**src/rtl/imager_tx.sv**
```systemverilog
// Stream-to-parallel video transmitter: rebuilds fv/lv/dvo sensor timing from dv/dtype/data
// words, regenerating blanking and back-pressuring the stream while blanking.
`ifndef DTYPE_WIDTH
`define DTYPE_WIDTH 4
`endif
`ifndef DTYPE_FRAME_START
`define DTYPE_FRAME_START 4'd0
`endif
`ifndef DTYPE_FRAME_END
`define DTYPE_FRAME_END 4'd1
`endif
`ifndef DTYPE_ROW_START
`define DTYPE_ROW_START 4'd2
`endif
`ifndef DTYPE_ROW_END
`define DTYPE_ROW_END 4'd3
`endif
`ifndef DTYPE_PIXEL
`define DTYPE_PIXEL 4'd4
`endif
`ifndef DTYPE_HEADER_START
`define DTYPE_HEADER_START 4'd5
`endif
`ifndef DTYPE_HEADER
`define DTYPE_HEADER 4'd6
`endif
`ifndef DTYPE_HEADER_END
`define DTYPE_HEADER_END 4'd7
`endif

module imager_tx #(
    parameter int PIXEL_WIDTH = 12,
    parameter int DATA_WIDTH  = 16,
    parameter int DIM_WIDTH   = 16
) (
    input  logic                    clki,
    input  logic                    resetb_clki,
    input  logic                    enable,
    input  logic                    left_justify,
    input  logic [DIM_WIDTH-1:0]    vlead,
    input  logic [DIM_WIDTH-1:0]    hblank,
    input  logic [DIM_WIDTH-1:0]    vtrail,
    input  logic [DIM_WIDTH-1:0]    vblank,
    input  logic                    dvi,
    input  logic [`DTYPE_WIDTH-1:0] dtypei,
    input  logic [DATA_WIDTH-1:0]   datai,
    output logic                    stall,
    output logic                    fv,
    output logic                    lv,
    output logic                    dvo,
    output logic [PIXEL_WIDTH-1:0]  datao,
    output logic [15:0]             frame_count,
    output logic                    protocol_err
);

    typedef enum logic [2:0] {
        S_IDLE, S_LEAD, S_WAIT_ROW, S_ROW, S_HBLANK, S_TRAIL, S_VBLANK
    } state_t;

    state_t                   state_reg, state_next;
    logic [DIM_WIDTH-1:0]     cnt_reg, cnt_next;
    logic [15:0]              frame_count_reg, frame_count_next;
    logic                     err_reg, err_next;
    logic                     fv_reg, fv_next;
    logic                     lv_reg, lv_next;
    logic                     dvo_reg, dvo_next;
    logic [PIXEL_WIDTH-1:0]   datao_reg, datao_next;
    logic                     blank_state;
    logic                     xfer;
    logic [PIXEL_WIDTH-1:0]   pixel;

    // Counter holds (clocks - 1) so a zero setting still yields one clock of blanking.
    function automatic logic [DIM_WIDTH-1:0] blank_load(input logic [DIM_WIDTH-1:0] n);
        return (n == '0) ? '0 : n - DIM_WIDTH'(1);
    endfunction

    assign blank_state = (state_reg == S_LEAD) || (state_reg == S_HBLANK) ||
                         (state_reg == S_TRAIL) || (state_reg == S_VBLANK);
    assign stall = enable && blank_state;
    assign xfer  = dvi && !stall;
    assign pixel = left_justify ? datai[DATA_WIDTH-1 -: PIXEL_WIDTH] : datai[PIXEL_WIDTH-1:0];

    always_comb begin
        state_next       = state_reg;
        cnt_next         = cnt_reg;
        frame_count_next = frame_count_reg;
        err_next         = err_reg;
        dvo_next         = 1'b0;
        datao_next       = '0;
        if (!enable) begin
            state_next = S_IDLE;
            err_next   = 1'b0;
        end else begin
            case (state_reg)
                S_IDLE: begin
                    if (xfer && dtypei == `DTYPE_FRAME_START) begin
                        state_next       = S_LEAD;
                        cnt_next         = blank_load(vlead);
                        frame_count_next = frame_count_reg + 16'd1;
                    end else if (xfer && dtypei == `DTYPE_PIXEL) begin
                        err_next = 1'b1;
                    end
                end
                S_LEAD, S_HBLANK: begin
                    if (cnt_reg == '0) state_next = S_WAIT_ROW;
                    else               cnt_next   = cnt_reg - DIM_WIDTH'(1);
                end
                S_TRAIL: begin
                    if (cnt_reg == '0) begin
                        state_next = S_VBLANK;
                        cnt_next   = blank_load(vblank);
                    end else begin
                        cnt_next = cnt_reg - DIM_WIDTH'(1);
                    end
                end
                S_VBLANK: begin
                    if (cnt_reg == '0) state_next = S_IDLE;
                    else               cnt_next   = cnt_reg - DIM_WIDTH'(1);
                end
                S_WAIT_ROW: begin
                    if (xfer) begin
                        case (dtypei)
                            `DTYPE_ROW_START: state_next = S_ROW;
                            `DTYPE_PIXEL: begin
                                state_next = S_ROW;
                                dvo_next   = 1'b1;
                                datao_next = pixel;
                            end
                            `DTYPE_FRAME_END: begin
                                state_next = S_TRAIL;
                                cnt_next   = blank_load(vtrail);
                            end
                            `DTYPE_FRAME_START: err_next = 1'b1;
                            default: ;
                        endcase
                    end
                end
                S_ROW: begin
                    if (xfer) begin
                        case (dtypei)
                            `DTYPE_PIXEL: begin
                                dvo_next   = 1'b1;
                                datao_next = pixel;
                            end
                            `DTYPE_ROW_END: begin
                                state_next = S_HBLANK;
                                cnt_next   = blank_load(hblank);
                            end
                            `DTYPE_FRAME_END: begin
                                state_next = S_TRAIL;
                                cnt_next   = blank_load(vtrail);
                            end
                            `DTYPE_ROW_START, `DTYPE_FRAME_START: err_next = 1'b1;
                            default: ;
                        endcase
                    end
                end
                default: state_next = S_IDLE;
            endcase
        end
        fv_next = (state_next != S_IDLE) && (state_next != S_VBLANK);
        lv_next = (state_next == S_ROW);
    end

    always_ff @(posedge clki or negedge resetb_clki) begin
        if (!resetb_clki) begin
            state_reg       <= S_IDLE;
            cnt_reg         <= '0;
            frame_count_reg <= '0;
            err_reg         <= 1'b0;
            fv_reg          <= 1'b0;
            lv_reg          <= 1'b0;
            dvo_reg         <= 1'b0;
            datao_reg       <= '0;
        end else begin
            state_reg       <= state_next;
            cnt_reg         <= cnt_next;
            frame_count_reg <= frame_count_next;
            err_reg         <= err_next;
            fv_reg          <= fv_next;
            lv_reg          <= lv_next;
            dvo_reg         <= dvo_next;
            datao_reg       <= datao_next;
        end
    end

    assign fv           = fv_reg;
    assign lv           = lv_reg;
    assign dvo          = dvo_reg;
    assign datao        = datao_reg;
    assign frame_count  = frame_count_reg;
    assign protocol_err = err_reg;

endmodule

```
**config.mk**
```make
export PLATFORM = sky130hd
export DESIGN_NAME = imager_tx
export DESIGN_NICKNAME = d
export VERILOG_FILES = /design/src/rtl/imager_tx.sv
export SDC_FILE = /design/constraint.sdc
export NUM_CORES = 1
export LEC_CHECK = 0
export BUFFER_PORTS_ARGS = -buffer_cell sky130_fd_sc_hd__buf_2
export CORE_UTILIZATION = 30
export CTS_BUF_LIST = sky130_fd_sc_hd__clkbuf_4
export CTS_CLUSTER_SIZE = 8
export DETAILED_ROUTE_END_ITERATION = 10
export PLACE_DENSITY = 0.56
export SETUP_SLACK_MARGIN = 0.15
export SLEW_MARGIN = 20
export SYNTH_ARGS = -nofsm -noshare
export SYNTH_HDL_FRONTEND = slang
export SYNTH_SLANG_ARGS = --single-unit
export TNS_END_PERCENT = 5
```
**constraint.sdc**
```tcl
create_clock -name clki -period 2.65 [get_ports clki]
set_clock_uncertainty 0.15 [all_clocks]
set_input_delay 0.53 -clock clki [delete_from_list [all_inputs] [get_ports clki]]
set_output_delay 0.53 -clock clki [all_outputs]
set_load 0.1 [all_outputs]
```
==> reports/summary.md <==
• **layout filler cell count** 1,453
• **leading area contributor after synthesis** sky130_fd_sc_hd__dfrtp_1
• **Remaining Overflow, GRT** 0
• **CTS tree** done
• **clock-pin slew on the worst setup and hold paths** 190 ps
• **number of warnings printed during yosys synthesis** 0
• **Worst Setup Path Type** reg2reg
• **number of antenna violations at the first check in global routing** 0
• **Cell Pwr Density** 372.1 nW/um^2
• **Die W** 123.1 um
• **number of port buffers** 121
• **number of global-route vias before repair** 4,374
• **Total Nets Final** 795
• **number of nets with antenna violations after detailed routing** 0
• **placer's final routability congestion estimate** 0.9148
• **Design Power** 0.002139 W
• **die area** 15,150 um^2
• **buffers from clock root to sink, at most** 2
• **wire per inst** 16.12 um
• **Unique masters post-synth** 66
• **Max Transition Viols Final** 0
• **Final Routed Wirelength** 14,180 um
• **initial detailed-routing violation count** 332
• **post-route minimum period** 2453 ps
• **clock sink count** 51
• **die height** 123.1 um
• **arrival time of data at the critical path endpoint** 2610 ps
• **startpoint type of the worst setup path** flip-flop
• **worst IR drop on VDD** 0.1764 mV
• **clock latency reported for the late side of the worst-skew pair** 390 ps
• **global-route wire length before repair** 22,250 um
• **proportion of layout cells with a drive suffix above 1** 0.3186
• **max frequency** 407.6 MHz
• **proportion of synthesized chip area in sequential cells** 0.2901
• **gate count after technology mapping** 533
• **number of H-tree levels** 2
• **Tcrit/Tclk final** 0.9258
• **post-synthesis sequential element count** 51
• **number of maximum-capacitance violations** 0
• **least setup slack across all paths after layout** 196.6 ps
• **cell at the root of the clock tree** sky130_fd_sc_hd__clkbuf_4
• **number of endpoints with negative hold slack in the final report** 0
• **half-perimeter wire length of the detailed placement result** 11,710 um
• **placement-stage worst setup slack** -23.04 ps
• **result of the run** complete, no violations
• **peak fanout along the critical path** 4
• **Hold WC Path Type** in2reg
• **leakage power figure** 2.569 nW
• **data required time of the worst path** 2810 ps
• **count of vias placed by the detailed router** 4,676
• **maximum number of pins on one net before global-route repair** 31
• **Max-slew headroom** 0.6044
• **post-synthesis cell area** 4399 um^2
• **cells taking the most area after synthesis** sky130_fd_sc_hd__dfrtp_1 29%, sky130_fd_sc_hd__xnor2_1 7.0%, sky130_fd_sc_hd__xor2_1 6.0%
• **number of ports placed on the die boundary** 122
• **GRT Overall Usage** 0.1889
• **growth of design area from synthesis to finish** 30.69%
• **Avg Vias per Cell** 5.314
• **count of flip-flops with a built-in enable after synthesis** 0
• **most used flip-flop cell after synthesis** sky130_fd_sc_hd__dfrtp_1
• **per-instance average area after synthesis** 8.254 um^2
• **nets in the synthesized netlist** 629
• **RSZ-0062 raised after global routing** yes
• **Final Setup Violations** 0
• **Async S/R FF share, synth** 1.000
• **number of buffers inserted during clock tree synthesis** 5
• **initial standard-cell utilization of the core** 0.3121
• **fraction of post-synthesis cell area in the top cell type by area** 0.2901
• **standard cell core area** 14,100 um^2
• **transition time at the pin with the least slew margin** 593.5 ps
• **number of placement rows** 43
• **DRT Pass-1 Iters** 5
• **drc violations** 0
• **element type at the critical path end** flip-flop
• **count of antenna diodes in the layout** 0
==> placed cells by master (no fill, tap or decap), types with 23 or more instances in the layout <==
cell                        n
sky130_fd_sc_hd__a21oi_1   23
sky130_fd_sc_hd__buf_2    120
sky130_fd_sc_hd__buf_4     54
sky130_fd_sc_hd__dfrtp_1   48
sky130_fd_sc_hd__nand2_1   36
sky130_fd_sc_hd__nor2_1    69
sky130_fd_sc_hd__nor3_1    24
sky130_fd_sc_hd__o22ai_1   23
sky130_fd_sc_hd__xnor2_1   35
sky130_fd_sc_hd__xor2_1    30
==> critical path, cell delays in order, from the launching register on <==
cell	delay [ps]
sky130_fd_sc_hd__dfrtp_1	430
sky130_fd_sc_hd__inv_1	100
sky130_fd_sc_hd__ha_1	170
sky130_fd_sc_hd__or4b_4	470
sky130_fd_sc_hd__buf_4	170
sky130_fd_sc_hd__nor4_2	170
sky130_fd_sc_hd__xnor2_1	250
sky130_fd_sc_hd__nand2_1	130
sky130_fd_sc_hd__a31oi_2	230
sky130_fd_sc_hd__a21oi_1	100
==> area by class of cell <==
class	instances	area (um^2)	area share
multi-input combinational	444	3015	0.5245
sequential	51	1280	0.2226
timing repair buffer	179	1096	0.1906
tap	180	225.2	0.03917
inverter	18	67.56	0.01175
clock buffer	5	37.54	0.006529
clock inverter	3	27.53	0.004788
==> per-layer routing <==
layer  routed length [um]  share of wire  up-vias  GRT usage
met5                    0              0        -          0
li1                     -              -     2292          -
met2                 6403           0.45      169     0.3086
met4                  316          0.022        0    0.05572
met3                  822          0.058       17    0.01799
met1                 6640           0.47     2198     0.2634
==> report_power, final <==
part	total (W)	internal [W]	leakage (nW)	switching [W]
Sequential	0.000991	0.000859	0.676	0.000132
Combinational	0.000762	0.000310	1.86	0.000452
Clock	0.000386	0.000112	0.0333	0.000274
Total	0.00214	0.00128	2.57	0.000858
==> cells in the mapped netlist (3+ instances only) <==
| master | number |
|---|---|
| sky130_fd_sc_hd__a21oi_1 | 23 |
| sky130_fd_sc_hd__a31oi_1 | 3 |
| sky130_fd_sc_hd__and2_1 | 3 |
| sky130_fd_sc_hd__and3_1 | 5 |
| sky130_fd_sc_hd__and4_1 | 4 |
| sky130_fd_sc_hd__buf_2 | 6 |
| sky130_fd_sc_hd__clkbuf_1 | 10 |
| sky130_fd_sc_hd__dfrtp_1 | 51 |
| sky130_fd_sc_hd__ha_1 | 7 |
| sky130_fd_sc_hd__inv_1 | 17 |
| sky130_fd_sc_hd__mux2i_1 | 21 |
| sky130_fd_sc_hd__nand2_1 | 36 |
| sky130_fd_sc_hd__nand2b_1 | 6 |
| sky130_fd_sc_hd__nand3_1 | 20 |
| sky130_fd_sc_hd__nand4_1 | 13 |
| sky130_fd_sc_hd__nor2_1 | 69 |
| sky130_fd_sc_hd__nor2b_1 | 5 |
| sky130_fd_sc_hd__nor3_1 | 25 |
| sky130_fd_sc_hd__nor4_1 | 19 |
| sky130_fd_sc_hd__nor4_2 | 4 |
| sky130_fd_sc_hd__nor4_4 | 3 |
| sky130_fd_sc_hd__nor4b_1 | 3 |
| sky130_fd_sc_hd__o2111ai_1 | 3 |
| sky130_fd_sc_hd__o21ai_0 | 22 |
| sky130_fd_sc_hd__o22ai_1 | 24 |
| sky130_fd_sc_hd__o31ai_1 | 6 |
| sky130_fd_sc_hd__or3_1 | 4 |
| sky130_fd_sc_hd__or4_1 | 6 |
| sky130_fd_sc_hd__xnor2_1 | 35 |
| sky130_fd_sc_hd__xor2_1 | 30 |
==> final timing paths <==
| path | from | to | slack [ps] | cells after the start |
|---|---|---|---|---|
| min reg2reg | frame_count[15]$_DFFE_PN0P_ | frame_count[15]$_DFFE_PN0P_ | 340 | 1 |
| min | datai[1] | datao[1]$_DFF_PN0_ | 250 | 3 |
| max in group asynchronous | resetb_clki | datao[7]$_DFF_PN0_ | 1260 | 3 |
| min in group asynchronous | resetb_clki | cnt_reg[11]$_DFFE_PN0P_ | 500 | 2 |
| max reg2reg | cnt_reg[1]$_DFFE_PN0P_ | cnt_reg[8]$_DFFE_PN0P_ | 200 | 9 |
| max | cnt_reg[1]$_DFFE_PN0P_ | cnt_reg[8]$_DFFE_PN0P_ | 200 | 9 |
==> logic make-up (layout without fill, tap and decap cells) <==
family | count (synthesis) | after routing | synth area share
buffers and inverters | 38 | 205 | 0.03925
XOR/XNOR | 65 | 65 | 0.1294
AO/OA/AOI/OAI | 104 | 104 | 0.1542
adder cells (fa/ha/maj) | 7 | 7 | 0.01991
AND/OR/NAND/NOR | 246 | 246 | 0.3168
flip-flops | 51 | 51 | 0.2901
multiplexers | 22 | 22 | 0.05034
==> timing repair <==
item	4_1_cts	5_1_grt
setup buffers	0	1
endpoints found under the hold margin	21	0
gates resized for setup	2	15
hold buffers	1	0
pin swaps	0	1
setup endpoints to repair	4	20
==> through the flow <==
stage	cells	hold slack (ps)	TNS, ps	util	cell area (um^2)
final	880	248.2	0	0.4079	5749
after global routing	880	211.0	0	0.4079	5749
after CTS	879	220.6	0	0.4026	5675
after detailed placement	870	317.5	-70.94	0.3969	5595
after global placement	870	317.8	0	0.3969	5595
after floorplan	533	84.41	0	-	4399
Note: power is estimated with default switching activity, not from simulation.
